$ cat config.mk
export PLATFORM = sky130hd
export DESIGN_NAME = ucsbece154a_dmem_resp
export DESIGN_NICKNAME = d
export VERILOG_FILES = /design/src/rtl/ucsbece154a_dmem_pkg.sv /design/src/rtl/ucsbece154a_dmem_array.sv /design/src/rtl/ucsbece154a_dmem_resp.sv
export SDC_FILE = /design/constraint.sdc
export NUM_CORES = 2
export LEC_CHECK = 0
export ABC_AREA = 1
export ABC_CLOCK_PERIOD_IN_PS = 4350
export CORE_MARGIN = 3
export CORE_UTILIZATION = 29
export DETAILED_ROUTE_END_ITERATION = 8
export GPL_TIMING_DRIVEN = 1
export PLACE_DENSITY = 0.45
export SLEW_MARGIN = 20
export SYNTH_ARGS = -nofsm -noshare
export SYNTH_HDL_FRONTEND = slang
export SYNTH_HIERARCHICAL = 1
export SYNTH_SLANG_ARGS = --single-unit
$ cat constraint.sdc
create_clock -name clk -period 4.35 [get_ports clk]
set_input_delay 0.87 -clock clk [delete_from_list [all_inputs] [get_ports clk]]
set_output_delay 0.87 -clock clk [all_outputs]
set_load 0.02 [all_outputs]
$ cat src/rtl/ucsbece154a_dmem_pkg.sv
// Shared constants for the data-memory responder: FSM encoding, default geometry, counter width.
package ucsbece154a_dmem_pkg;

  localparam logic [1:0] ST_IDLE = 2'd0;
  localparam logic [1:0] ST_BUSY = 2'd1;
  localparam logic [1:0] ST_RESP = 2'd2;

  typedef enum logic [1:0] {
    IDLE = ST_IDLE,
    BUSY = ST_BUSY,
    RESP = ST_RESP
  } dmem_state_e;

  localparam int unsigned DMEM_DEPTH_DEFAULT   = 64;
  localparam int unsigned DMEM_LATENCY_DEFAULT = 1;
  localparam int unsigned DMEM_CNT_W           = 4;

endpackage

$ cat src/rtl/ucsbece154a_dmem_array.sv
// Word array with synchronous write and registered read; RAM stays probeable by benches.
import ucsbece154a_dmem_pkg::*;

module ucsbece154a_dmem_array #(
  parameter int unsigned DEPTH = DMEM_DEPTH_DEFAULT,
  localparam int unsigned IDX_W = $clog2(DEPTH)
) (
  input  logic             clk,
  input  logic             reset,
  input  logic             we,
  input  logic             re,
  input  logic             clr,
  input  logic [IDX_W-1:0] idx,
  input  logic [31:0]      wdata,
  output logic [31:0]      rdata
);

  logic [31:0] RAM [0:DEPTH-1];

  // Contents are deliberately not reset.
  always_ff @(posedge clk) begin
    if (we) begin
      RAM[idx] <= wdata;
    end
  end

  always_ff @(posedge clk) begin
    if (reset) begin
      rdata <= 32'h0;
    end else if (clr) begin
      rdata <= 32'h0;
    end else if (re) begin
      rdata <= RAM[idx];
    end
  end

endmodule

$ cat src/rtl/ucsbece154a_dmem_resp.sv
// Latency-configurable data-memory responder with valid/ready request and response channels.
// Optional misaligned-access error reporting: UCSBECE154A_DMEM_MISALIGN_ERR_EN.
import ucsbece154a_dmem_pkg::*;

module ucsbece154a_dmem_resp #(
  parameter int unsigned DEPTH   = DMEM_DEPTH_DEFAULT,
  parameter int unsigned LATENCY = DMEM_LATENCY_DEFAULT
) (
  input  logic        clk,
  input  logic        reset,
  input  logic        req_valid,
  output logic        req_ready,
  input  logic        req_we,
  input  logic [31:0] req_addr,
  input  logic [31:0] req_wdata,
  output logic        rsp_valid,
  input  logic        rsp_ready,
  output logic [31:0] rsp_rdata,
  output logic        rsp_err
);

  localparam int unsigned IDX_W = $clog2(DEPTH);

  dmem_state_e           state_q, state_d;
  logic [DMEM_CNT_W-1:0] cnt_q, cnt_d;
  logic                  we_q;
  logic [IDX_W-1:0]      idx_q;
  logic [31:0]           wdata_q;
  logic                  accept, commit, misalign;
  logic                  unused_addr;

  assign req_ready = (state_q == IDLE);
  assign rsp_valid = (state_q == RESP);
  assign accept    = req_ready && req_valid && !reset;
  assign commit    = (state_q == BUSY) && (cnt_q == '0) && !reset;

  always_comb begin
    state_d = state_q;
    cnt_d   = cnt_q;
    unique case (state_q)
      IDLE: begin
        if (req_valid) begin
          state_d = BUSY;
          cnt_d   = DMEM_CNT_W'(LATENCY - 1);
        end
      end
      BUSY: begin
        if (cnt_q != '0) begin
          cnt_d = cnt_q - DMEM_CNT_W'(1);
        end else begin
          state_d = RESP;
        end
      end
      RESP: begin
        if (rsp_ready) begin
          state_d = IDLE;
        end
      end
      default: state_d = IDLE;
    endcase
  end

  always_ff @(posedge clk) begin
    if (reset) begin
      state_q <= IDLE;
      cnt_q   <= '0;
    end else begin
      state_q <= state_d;
      cnt_q   <= cnt_d;
    end
  end

  always_ff @(posedge clk) begin
    if (accept) begin
      we_q    <= req_we;
      idx_q   <= req_addr[IDX_W+1:2];
      wdata_q <= req_wdata;
    end
  end

`ifdef UCSBECE154A_DMEM_MISALIGN_ERR_EN
  logic [1:0] lo_q;
  logic       err_q;

  always_ff @(posedge clk) begin
    if (accept) begin
      lo_q <= req_addr[1:0];
    end
  end

  assign misalign = (lo_q != 2'b00);

  // Error flag lives only for the duration of the response.
  always_ff @(posedge clk) begin
    if (reset) begin
      err_q <= 1'b0;
    end else if (commit) begin
      err_q <= misalign;
    end else if (rsp_valid && rsp_ready) begin
      err_q <= 1'b0;
    end
  end

  assign rsp_err     = err_q;
  assign unused_addr = ^req_addr[31:IDX_W+2];
`else
  assign misalign    = 1'b0;
  assign rsp_err     = 1'b0;
  assign unused_addr = ^{req_addr[31:IDX_W+2], req_addr[1:0]};
`endif

  // Misaligned accesses touch nothing and return zero, like a store.
  ucsbece154a_dmem_array #(
    .DEPTH(DEPTH)
  ) u_array (
    .clk   (clk),
    .reset (reset),
    .we    (commit && we_q && !misalign),
    .re    (commit && !we_q && !misalign),
    .clr   (commit && (we_q || misalign)),
    .idx   (idx_q),
    .wdata (wdata_q),
    .rdata (rsp_rdata)
  );

endmodule

* After elaboration in Yosys (flattened, before gate mapping) *
Memory sizes are Yosys's and may differ from the RTL's. A register that Yosys moved wholly into a read port is not among the register bits.
Index checks and enable logic that the tools add are counted.

storage, ports and cells
  register bits = 45
  RAM bits = 2048
  memories = 1

memory list
  name         words  width  rd ports  clocked after memory_dff  write ports  RTL line                      text
  u_array.RAM  64     32     1         1                         1            ucsbece154a_dmem_array.sv:18  logic [31:0] RAM [0:DEPTH-1];

cells by class
  add/subtract/negate cells = 1
  equal/unequal tests = 6
  muxes and demuxes = 9
  reduce and logical (&&, ||, !) cells = 15

operators with widths
  kind                 count
  $mux 4               2
  $pmux 4 s2           1
  $logic_and 1x1->1    6
  $mux 2               3
  $pmux 2 s3           1
  $reduce_and 3->1     2
  $logic_not 4->1      1
  $ne 2x1->1 const B   2
  $ne 2x2->1 const B   2
  $reduce_bool 4->1    1
  $sub 4x1->4 const B  1
  $eq 2x1->1 const B   1
  $eq 2x2->1 const B   1
  $logic_not 1->1      2
  $logic_not 2->1      1
  $mux 1               2
  $reduce_bool 2->1    1
  $reduce_or 2->1      1

* Longest topological paths before layout *
  depth in word-level cells = 6
  mapped depth = 17
  gate-level depth less buffers = 13

* Hierarchy *
The synthesis kept the hierarchy.

modules (own cells, without submodules)
  module                  times used  cells each  area an instance (um^2)
  ucsbece154a_dmem_array  1           8589        87098.5
  ucsbece154a_dmem_resp   1           92          1536.5

* Least setup slack after synthesis *
OpenSTA, ideal clock, no wires.

  path kind = input -> register
  start = input port reset
  end = memory u_array.RAM[24][0] (enable)
  arrival time = 3.017 ns
  required time = 3.929 ns
  path slack = 0.912 ns
  stages = 6
  path buffers = 1
  cells stage by stage = inv_1 nand4_1 nor2_1 clkbuf_2 nand3_1 nor2_1

on the way
  word-level cells in the longest chain between the ends = 5

RTL lines
  what                          RTL line                      text
  start, declared               ucsbece154a_dmem_resp.sv:10   input logic reset,
  $logic_not 1->1               ucsbece154a_dmem_resp.sv:35   assign commit = (state_q == BUSY) && (cnt_q == '0) && !reset;
  $logic_and 1x1->1             ucsbece154a_dmem_resp.sv:35
  $logic_and 1x1->1             ucsbece154a_dmem_resp.sv:118  .we (commit && we_q && !misalign),
  $mux 1                        ucsbece154a_dmem_array.sv:22  if (we) begin
  $mux 1 (implied by the code)  ucsbece154a_dmem_array.sv:23  RAM[idx] <= wdata;
  end, declared                 ucsbece154a_dmem_array.sv:18

No other way between the ends.

==> flow_metrics.py <==
metrics = {
    "outcome": {
        "outcome": "finished clean",
    },
    "timing": {
        "fin_setup_tns_ps": 0,
        "post-route-period-util_pct": 78.2,
        "worst_slew_pin_slew_ps": 1150,
        "clock.fmax_mhz": 294,
        "timing.slew.headroom_pct": 23.4,
        "slew_violations": 0,
        "finalClockSkew_ps": 54.6,
        "timing.final.crit_period_ps": 3400,
        "hold_viol_final": 0,
        "finalSetupViolations": 0,
        "grt_setup_unrepaired": "false",
    },
    "die": {
        "top_level_ports": 104,
        "core_region_area_sq_mm": 0.304,
        "die_ht_um": 559,
        "dieWidth_um": 559,
        "die-area_sq_mm": 0.312,
        "initial_utilization_pct": 29.2,
        "row_count": 202,
    },
    "grt": {
        "number_of_global_route_vias_before_repair": 56225,
        "globalRouteOverflowTotal": 0,
        "grt_antenna_before_repair": 17,
        "grt.total_usage_pct": 17.8,
        "grt_start_max_net_pins": 179,
        "grt_pass1_wl_um": 407000,
    },
    "placement": {
        "gp_congestion": 0.835,
        "port_buffers": 76,
        "place.detailed.hpwl_um": 156000,
        "postPlaceCellArea_sq_mm": 0.0958,
    },
    "yosys": {
        "yosys_warnings": 6,
        "postSynthCellCount": 8681,
        "netlist-cell-type-count": 32,
        "postSynthAreaPerCell_sq_um": 10.2,
        "post_synth_instance_area_sq_mm": 0.0886,
        "synth-seq-cells": 2125,
        "seq_area_frac_synth_pct": 71.6,
        "mappedNetlistNets": 8751,
    },
    "route": {
        "routedWlPerCell_um": 21.6,
        "drt-total-wl_um": 282000,
        "drt_first_iter_violations": 5078,
        "drtAntennaViolNets": 0,
        "drt-vias-per-instance": 4.49,
        "drt_pre_antenna_iters": 5,
        "total_via_count_in_the_routed_design": 58822,
        "drc_errors": 0,
    },
    "clock_tree": {
        "postCtsSetupRepairBufs": 0,
        "clockBufferDepth": 4,
        "clk_pin_slew_worst_paths_ps": 60,
        "tritoncts.num_buffers": 232,
        "cts_resized": 0,
        "cts_sinks": 2125,
        "tritoncts_clock_tree": "yes",
        "insertion_delay_ps": 880,
        "cts_htree_levels": 4,
        "cts-hold-fix-buffers": 0,
        "root_buffer": "sky130_fd_sc_hd__clkbuf_16",
    },
    "setup_path": {
        "worstSetupPathType": "flip-flop to flip-flop",
        "cpPeakStageDelay_ps": 640,
        "critical_path.slowest_cell": "sky130_fd_sc_hd__edfxtp_1",
        "timing.critical_path.from_type": "flip-flop",
        "sequence_of_cells_on_the_critical_path": "inv_16 > buf_12 > nand2_1 > nand2_1 > nand2_1 > nand2_1 > nand2_1 > nand2_1 > nand2_1 > nand2_1 > nor2_1 > nand3_1 > nand2_1 > inv_1",
        "crit_top_cell": "sky130_fd_sc_hd__nand2_1",
        "worstPathArrival_ps": 4160,
        "worstPathMaxFanout": 113,
        "cp-end-kind": "flip-flop",
        "cp_data_required_time_ps": 5110,
    },
    "pwr": {
        "power_density_mw_per_mm2": 432,
        "worst_ir_drop_vdd_mv": 0.303,
        "power_leakage_nw": 41.9,
    },
    "worst_hold_path": {
        "hold_path_class": "flip-flop to flip-flop",
    },
    "cells_and_area": {
        "nets": 8886,
        "post_route_cells_drive_above_1_share_pct": 7.38,
        "syn_to_final_growth_pct": 16.4,
        "final_instance_area_sq_mm": 0.103,
    },
    "run": {
        "drv.max_cap_violation_count": 0,
    },
}
==> area by class of cell <==
class / count / area (sq um)
antenna: 6 / 15.0
clock buffer: 274 / 6050
clock inverter: 146 / 1290
fill: 30466 / 200000
inverter: 99 / 403
multi-input combinational: 6027 / 23300
sequential: 2125 / 63400
tap: 4080 / 5100
timing repair buffer: 331 / 3560
==> report_power, final <==
group | internal, mW | total (mW) | switching, mW
Clock | 11.3 | 19.3 | 8.04
Combinational | 0.635 | 2.71 | 2.07
Sequential | 22.5 | 22.6 | 0.0551
==> critical path, delay by kind of cell (launching register included) <==
family	cells	cell delay (ps)
buffers and inverters	3	620
DFF	1	640
and+or+nand+nor	11	1770
==> cell families after synthesis <==
family          synth area share [%]
compound gates                 0.151
flops                           71.6
other cells                  0.00423
buf+inv                         2.69
simple gates                    25.6
fa+ha+maj                     0.0141
==> cells in the mapped netlist <==
library cell               instances  share of area (%)
sky130_fd_sc_hd__ha_1              1              0.014
sky130_fd_sc_hd__clkinv_1          3              0.013
sky130_fd_sc_hd__inv_4             1             0.0071
sky130_fd_sc_hd__clkbuf_2          1             0.0056
sky130_fd_sc_hd__buf_2           245                1.4
sky130_fd_sc_hd__nand2_2           2              0.014
sky130_fd_sc_hd__o31ai_1           1             0.0085
sky130_fd_sc_hd__buf_1            42               0.18
sky130_fd_sc_hd__a21oi_1           6              0.034
sky130_fd_sc_hd__buf_6             5              0.064
sky130_fd_sc_hd__nand2_1        5694                 24
sky130_fd_sc_hd__o211ai_1          3              0.025
sky130_fd_sc_hd__conb_1            1             0.0042
sky130_fd_sc_hd__inv_2             3              0.013
sky130_fd_sc_hd__nor3_2            1              0.011
sky130_fd_sc_hd__nand2_4           2              0.025
sky130_fd_sc_hd__nor3_1            4              0.023
sky130_fd_sc_hd__nor2_4            1              0.013
sky130_fd_sc_hd__edfxtp_1       2087                 71
sky130_fd_sc_hd__inv_1            92               0.39
sky130_fd_sc_hd__nor2_2            3              0.021
sky130_fd_sc_hd__or2_1             2              0.014
sky130_fd_sc_hd__or2_2             3              0.021
sky130_fd_sc_hd__nand4_1           1             0.0071
sky130_fd_sc_hd__o21ai_1           6              0.034
sky130_fd_sc_hd__clkbuf_1        123               0.52
sky130_fd_sc_hd__nand3_1          65               0.37
sky130_fd_sc_hd__buf_4            14               0.12
sky130_fd_sc_hd__nor2_1          223               0.94
sky130_fd_sc_hd__a21oi_2           1             0.0099
sky130_fd_sc_hd__dfxtp_1          38               0.86
sky130_fd_sc_hd__o21ai_0           7              0.040
==> state kept, by name, summed over array words and instances, names as in the netlist <==
name and cells:
u_array/RAM 2048, u_array/rdata 32, wdata_q 32, idx_q 6
cnt_q 4, state_q 2, we_q 1
==> cell usage in the layout (no fill, tap or decap), drive strengths merged, types with 6 or more instances in the layout <==
master,netlist,routed
nand3,65,65
clkdlybuf4s50,0,76
inv,96,101
bufinv,0,24
edfxtp,2087,2087
nor2,227,227
clkbuf,124,274
dfxtp,38,38
a21oi,7,7
nand2,5698,5698
buf,306,255
o21ai,13,13
clkinv,3,118
diode,0,6
==> per-layer routing <==
| metal | track usage [%] | vias up | share of wire, % |
|---|---|---|---|
| met4 | 5.94 | 0 | 3.4 |
| li1 | - | 28315 | - |
| met2 | 28.9 | 1464 | 46 |
| met1 | 25.0 | 28687 | 45 |
| met5 | 0 | - | 0 |
| met3 | 1.79 | 356 | 5.0 |
==> path summary, 6_finish.rpt <==
kind	start	endpoint	cells past startpoint	slack [ps]
min	cnt_q[1]$_SDFFE_PP0P_	cnt_q[1]$_SDFFE_PP0P_	2	500
max reg2reg	idx_q[0]$_DFFE_PP_	u_array/rdata[14]$_SDFFE_PP0P_	14	950
min reg2reg	cnt_q[1]$_SDFFE_PP0P_	cnt_q[1]$_SDFFE_PP0P_	2	500
max	idx_q[0]$_DFFE_PP_	u_array/rdata[14]$_SDFFE_PP0P_	14	950
==> per-stage QoR <==
stage          cells  power, mW  hold slack (ps)  utilization, %  setup slack (ps)
6_report       13088       44.6              495            34.0               947
5_1_grt        13084       46.1              500            34.0               813
4_1_cts        13081       45.1              462            34.0               977
3_5_place_dp   12661       25.8              482            31.6               592
3_3_place_gp   12661       25.7              464            31.6               603
2_1_floorplan   8681       24.5              449               -               912
No activity file was read; power rests on OpenSTA's default activity.
